<file path="config.mk">
export PLATFORM = sky130hd
export DESIGN_NAME = alu_mul_seq
export DESIGN_NICKNAME = d
export VERILOG_FILES = /design/src/rtl/alu_pkg.sv /design/src/rtl/alu_port_mux.sv /design/src/rtl/alu_mul_seq.sv
export SDC_FILE = /design/constraint.sdc
export NUM_CORES = 1
export LEC_CHECK = 0
export BUFFER_PORTS_ARGS = -buffer_cell sky130_fd_sc_hd__buf_4
export CAP_MARGIN = 20
export CORE_AREA = 2 2 76 78
export CTS_CLUSTER_DIAMETER = 50
export CTS_CLUSTER_SIZE = 8
export DETAILED_ROUTE_END_ITERATION = 12
export DIE_AREA = 0 0 78 80
export PLACE_DENSITY = 0.74
export SLEW_MARGIN = 25
export SYNTH_ARGS = -nofsm -noshare
export SYNTH_HDL_FRONTEND = slang
export SYNTH_SLANG_ARGS = --single-unit
</file>
<file path="constraint.sdc">
create_clock -name clk -period 1.5 [get_ports clk]
set_input_delay 0.15 -clock clk [delete_from_list [all_inputs] [get_ports clk]]
set_output_delay 0.15 -clock clk [all_outputs]
set_load 0.005 [all_outputs]
</file>
<file path="src/rtl/alu_pkg.sv">
// Shared ALU definitions: op-codes, multiply-sequencer state encoding and
// the control bundle that is arbitrated onto the ALU.
package alu_pkg;

  localparam logic [3:0] ALU_OP_ADD  = 4'b0011;
  localparam logic [3:0] ALU_OP_SUB  = 4'b0111;
  localparam logic [3:0] ALU_OP_OR   = 4'b1100;
  localparam logic [3:0] ALU_OP_AND  = 4'b1101;
  localparam logic [3:0] ALU_OP_XOR  = 4'b1110;
  localparam logic [3:0] ALU_OP_PASS = 4'b1111;

  localparam logic [2:0] ST_IDLE_ENC  = 3'd0;
  localparam logic [2:0] ST_ADD_I_ENC = 3'd1;
  localparam logic [2:0] ST_ADD_C_ENC = 3'd2;
  localparam logic [2:0] ST_SH_I_ENC  = 3'd3;
  localparam logic [2:0] ST_SH_C_ENC  = 3'd4;
  localparam logic [2:0] ST_DONE_ENC  = 3'd5;

  typedef enum logic [2:0] {
    ST_IDLE  = ST_IDLE_ENC,
    ST_ADD_I = ST_ADD_I_ENC,
    ST_ADD_C = ST_ADD_C_ENC,
    ST_SH_I  = ST_SH_I_ENC,
    ST_SH_C  = ST_SH_C_ENC,
    ST_DONE  = ST_DONE_ENC
  } seq_state_t;

  typedef struct packed {
    logic [3:0] op;
    logic       right;
    logic [7:0] ai;
    logic [7:0] bi;
    logic       ci;
    logic       bcd;
    logic       rdy;
  } alu_ctrl_t;

endpackage

</file>
<file path="src/rtl/alu_port_mux.sv">
// Selects either the core's or the sequencer's control bundle onto the ALU.
module alu_port_mux
  import alu_pkg::*;
(
  input  logic      sel_seq,
  input  alu_ctrl_t cpu_ctrl,
  input  alu_ctrl_t seq_ctrl,
  output alu_ctrl_t alu_ctrl
);

  assign alu_ctrl = sel_seq ? seq_ctrl : cpu_ctrl;

endmodule

</file>
<file path="src/rtl/alu_mul_seq.sv">
// Multiply sequencer: borrows the shared ALU to run an unsigned 8x8
// shift-and-add multiply, stalling the core while it owns the ALU.
module alu_mul_seq
  import alu_pkg::*;
#(
  parameter bit SKIP_ZERO = 1'b1
) (
  input  logic        clk,
  input  logic        reset,
  input  logic        start,
  input  logic [7:0]  mul_a,
  input  logic [7:0]  mul_b,
  output logic        busy,
  output logic        done,
  output logic [15:0] prod,
  output logic        cpu_stall,
  input  logic [3:0]  cpu_op,
  input  logic        cpu_right,
  input  logic [7:0]  cpu_ai,
  input  logic [7:0]  cpu_bi,
  input  logic        cpu_ci,
  input  logic        cpu_bcd,
  input  logic        cpu_rdy,
  output logic [3:0]  alu_op,
  output logic        alu_right,
  output logic [7:0]  alu_ai,
  output logic [7:0]  alu_bi,
  output logic        alu_ci,
  output logic        alu_bcd,
  output logic        alu_rdy,
  input  logic [7:0]  alu_out,
  input  logic        alu_co
);

  seq_state_t state, state_nxt;
  logic [7:0] m, p, q;
  logic       c;
  logic [2:0] cnt;
  alu_ctrl_t  cpu_ctrl, seq_ctrl, alu_ctrl;

  always_ff @(posedge clk) begin
    if (reset) state <= ST_IDLE;
    else       state <= state_nxt;
  end

  always_comb begin
    state_nxt = state;
    seq_ctrl  = '{op: ALU_OP_PASS, right: 1'b0, ai: 8'h00, bi: 8'h00,
                  ci: 1'b0, bcd: 1'b0, rdy: 1'b0};
    case (state)
      ST_IDLE: begin
        if (start) state_nxt = (mul_b[0] || !SKIP_ZERO) ? ST_ADD_I : ST_SH_I;
      end
      ST_ADD_I: begin
        seq_ctrl.ai  = p;
        seq_ctrl.rdy = 1'b1;
        if (q[0]) begin
          seq_ctrl.op = ALU_OP_ADD;
          seq_ctrl.bi = m;
        end
        state_nxt = ST_ADD_C;
      end
      ST_ADD_C: state_nxt = ST_SH_I;
      ST_SH_I: begin
        seq_ctrl.right = 1'b1;
        seq_ctrl.ai    = p;
        seq_ctrl.ci    = c;
        seq_ctrl.rdy   = 1'b1;
        state_nxt      = ST_SH_C;
      end
      ST_SH_C: begin
        // q[1] becomes the new Q[0] once this shift commits
        if (cnt == 3'd7)             state_nxt = ST_DONE;
        else if (q[1] || !SKIP_ZERO) state_nxt = ST_ADD_I;
        else                         state_nxt = ST_SH_I;
      end
      ST_DONE: state_nxt = ST_IDLE;
      default: state_nxt = ST_IDLE;
    endcase
  end

  always_ff @(posedge clk) begin
    if (reset) begin
      m    <= 8'h00;
      p    <= 8'h00;
      q    <= 8'h00;
      c    <= 1'b0;
      cnt  <= 3'd0;
      prod <= 16'h0000;
    end else begin
      case (state)
        ST_IDLE: begin
          if (start) begin
            m   <= mul_a;
            q   <= mul_b;
            p   <= 8'h00;
            c   <= 1'b0;
            cnt <= 3'd0;
          end
        end
        ST_ADD_C: begin
          p <= alu_out;
          c <= alu_co;
        end
        ST_SH_C: begin
          p   <= alu_out;
          q   <= {alu_co, q[7:1]};
          c   <= 1'b0;
          cnt <= cnt + 3'd1;
          // capture {P,Q} as it will stand in DONE so prod is valid with done
          if (cnt == 3'd7) prod <= {alu_out, alu_co, q[7:1]};
        end
        default: ;
      endcase
    end
  end

  assign busy      = (state != ST_IDLE);
  assign done      = (state == ST_DONE);
  assign cpu_stall = busy;

  assign cpu_ctrl = '{op: cpu_op, right: cpu_right, ai: cpu_ai, bi: cpu_bi,
                      ci: cpu_ci, bcd: cpu_bcd, rdy: cpu_rdy};

  alu_port_mux u_mux (
    .sel_seq  (busy),
    .cpu_ctrl (cpu_ctrl),
    .seq_ctrl (seq_ctrl),
    .alu_ctrl (alu_ctrl)
  );

  assign alu_op    = alu_ctrl.op;
  assign alu_right = alu_ctrl.right;
  assign alu_ai    = alu_ctrl.ai;
  assign alu_bi    = alu_ctrl.bi;
  assign alu_ci    = alu_ctrl.ci;
  assign alu_bcd   = alu_ctrl.bcd;
  assign alu_rdy   = alu_ctrl.rdy;

endmodule

</file>
==> metrics.md <==
| Metric | Value |
|---|---|
| Max-cap violations | 0 |
| Worst Path Required | between 1000 and 1500 ps |
| Part of the Yosys area used for sequential elements | 0.417 |
| Detail Route Antenna Nets | 0 |
| Cell Area, Placed | 3050 um2 |
| Synthesis-stage register bit count | 47 |
| DRT Wirelength | approximately 7500 um |
| PwrDens | approximately 870 nW/um2 |
| Tightest Pin Transition | 476 ps |
| Largest net degree at the start of global routing | 42 |
| Commonest non-fill, non-tap cells in the layout | buf_4, nand2_1, dfxtp_1 |
| Initial antenna violation count | 0 |
| FMAX | 0.590 GHz |
| I/O pins | 95 |
| Aggregate global-route resource usage | 0.206 |
| Die Ht | about 80 um |
| Die area | about 6200 um2 |
| I/O Buffers | 94 |
| Arrival @ worst endpoint | approximately 1600 ps |
| Row count | 27 |
| First-pass GRT wire length | a little over 10,000 um |
| Insertion delay to the later sink of the worst-skew pair | about 310 ps |
| Mapped Cells | 275 |
| Post-synth design cell area | between 2000 and 2500 um2 |
| Initial Utilization | 0.418 |
| Avg Cell Area, Syn | 8.21 um2 |
| Hold-fix buffers at CTS | 0 |
| Final setup margin | -196 ps |
| Crit. End Element | output pin |
| Outcome | finished with violations |
| First-pass detailed-route iteration total | 4 |
| Worst vdd ir | ~520 uV |
| Diode count | 0 |
| Asr flop ratio synth | 0 |
| Clock transition at path regs | 90 ps |
| DRC violations left | 0 |
| RePlAce Congestion | around 0.83 |
| Post-synth EDFFs | 0 |
| Leak | between 1.5 and 2 nW |
| Clk root buf | clkbuf_8 |
| Design area | 3780 um2 |
| Overflow after GRT | 0 |
| Dominant synthesized flop cell | dfxtp_1 |
| DR vias | approximately 2,400 |
| Core Area | 5410 um2 |
| Nets | approximately 450 |
| Area Overhead vs Synth | 67.5% |
| Worst hold margin | around 60 ps |
| WL per Instance | about 16 um |
| Final hold violation count | 0 |
| Finish-stage setup viols | 37 |
| Max H-tree Level | 2 |
| Clock Path Buffers | 2 |
| Final worst path period need | between 1500 and 2000 ps |
| Leading cell type in the layout, fill and taps excluded | buf_4 |
| Slew Viols, Final | 0 |
| CTS tree | built |
| Synth warnings | 0 |
| Share of cells above drive strength 1 | 0.529 |
| Period utilisation layout | 1.13 |
| Clock sink count | 47 |
| Number of distinct library cells after synthesis | 40 |
| Vias in the first global route | around 2,200 |
| DR vias/cell | 5.26 |
| Setup TNS | -3920 ps |
| Crit path launch type | register |
| Syn nets | around 330 |
| Num CTS Buffers | 5 |
| Max FO, Critical Path | 7 |
| Post-Place Worst Slack | -103 ps |
| Violated checks | negative setup slack |
| Final std cells w/o fill | approximately 470 |
| Slew margin rel. | 0.683 |
| Placed Cells | ~440 |
| Worst min-delay path class | input pin to register |
| Die W | 78 um |
| Post-DP HPWL | approximately 4300 um |
| DR iter-0 viols | a little over 100 |
| Worst Skew | between 10 and 15 ps |
| Unrepaired setup endpoints after global routing | true |
| CP Class | register to output pin |
[synth_stat cells, types with 3 or more instances]
cell type  count  share of area
dfxtp_1       47           0.42
a22o_1         8          0.031
buf_6          5          0.025
buf_2         11          0.024
a21oi_1       48           0.11
a211oi_1      10          0.033
o21ai_0        6          0.013
mux2i_1        8          0.035
nor2_1        13          0.022
inv_1          3         0.0050
a22oi_1        8          0.027
nand3_1        5          0.011
nand2_1       67           0.11
buf_4          3          0.010
[state kept, by name (all words and copies together) (netlist names)]
signal	flops
c	1
cnt	3
prod	16
m	8
p	8
state	3
q	8
[worst paths after layout]
path / from / cells after the start / slack, ps / to
setup / recovery: state[2] / 6 / -200 / alu_bi[7]
hold / removal: alu_out[4] / 2 / 60 / p[4]
setup reg to reg: state[2] / 6 / -130 / p[2]
hold reg to reg: prod[2] / 2 / 460 / prod[2]
[cells by family after synthesis]
| group | count (synthesis) | share of synthesized area |
|---|---|---|
| simple gates | 103 | 0.223 |
| compound gates | 87 | 0.237 |
| flops | 47 | 0.417 |
| buf+inv | 27 | 0.0726 |
| mux | 8 | 0.0355 |
| fa+ha+maj | 2 | 0.0111 |
| xor+xnor | 1 | 0.00388 |
[worst max-delay path, stage by stage (launching register included)]
cell and delay, ps:
dfxtp_4 360, buf_6 110, nor3_4 230, buf_6 180, nand2_2 70, a21oi_2 160, buf_4 130
[routing by layer]
layer | global-route usage | wire length [um] | up-vias
met5 | 0 | 0 | -
met4 | 0.0684 | 146 | 0
met3 | 0.0362 | 421 | 9
met2 | 0.380 | 3880 | 83
met1 | 0.240 | 3080 | 1166
li1 | - | - | 1190
[cell type report]
| cell class | instances | area, um2 |
|---|---|---|
| fillers | 415 | 1630 |
| well taps | 72 | 90.1 |
| clock inverters | 3 | 20.0 |
| clock buffers | 5 | 68.8 |
| flip-flops and latches | 47 | 952 |
| inverters | 4 | 23.8 |
| repair buffers | 133 | 1170 |
| multi-input cells | 201 | 1460 |
[timing repair]
action	4_1_cts	5_1_grt
buffers inserted	11	8
gates resized for setup	54	75
endpoints found under the setup margin	43	65
pin swaps	22	22
gates cloned	3	1
[where the power goes]
part	switching [mW]	internal [mW]	total, mW	leakage [nW]
Sequential	0.0654	1.31	1.38	0.385
Combinational	0.524	0.629	1.15	1.14
Clock	0.442	0.325	0.766	0.0402
Total	1.03	2.26	3.29	1.56
[through the flow]
| stage | power [mW] | utilization |
|---|---|---|
| floorplan | 1.79 | - |
| global placement | 2.14 | 0.565 |
| detailed placement | 2.15 | 0.565 |
| CTS | 3.09 | 0.637 |
| global route | 3.43 | 0.699 |
| finish | 3.29 | 0.699 |
(Power assumes the default switching activity.)
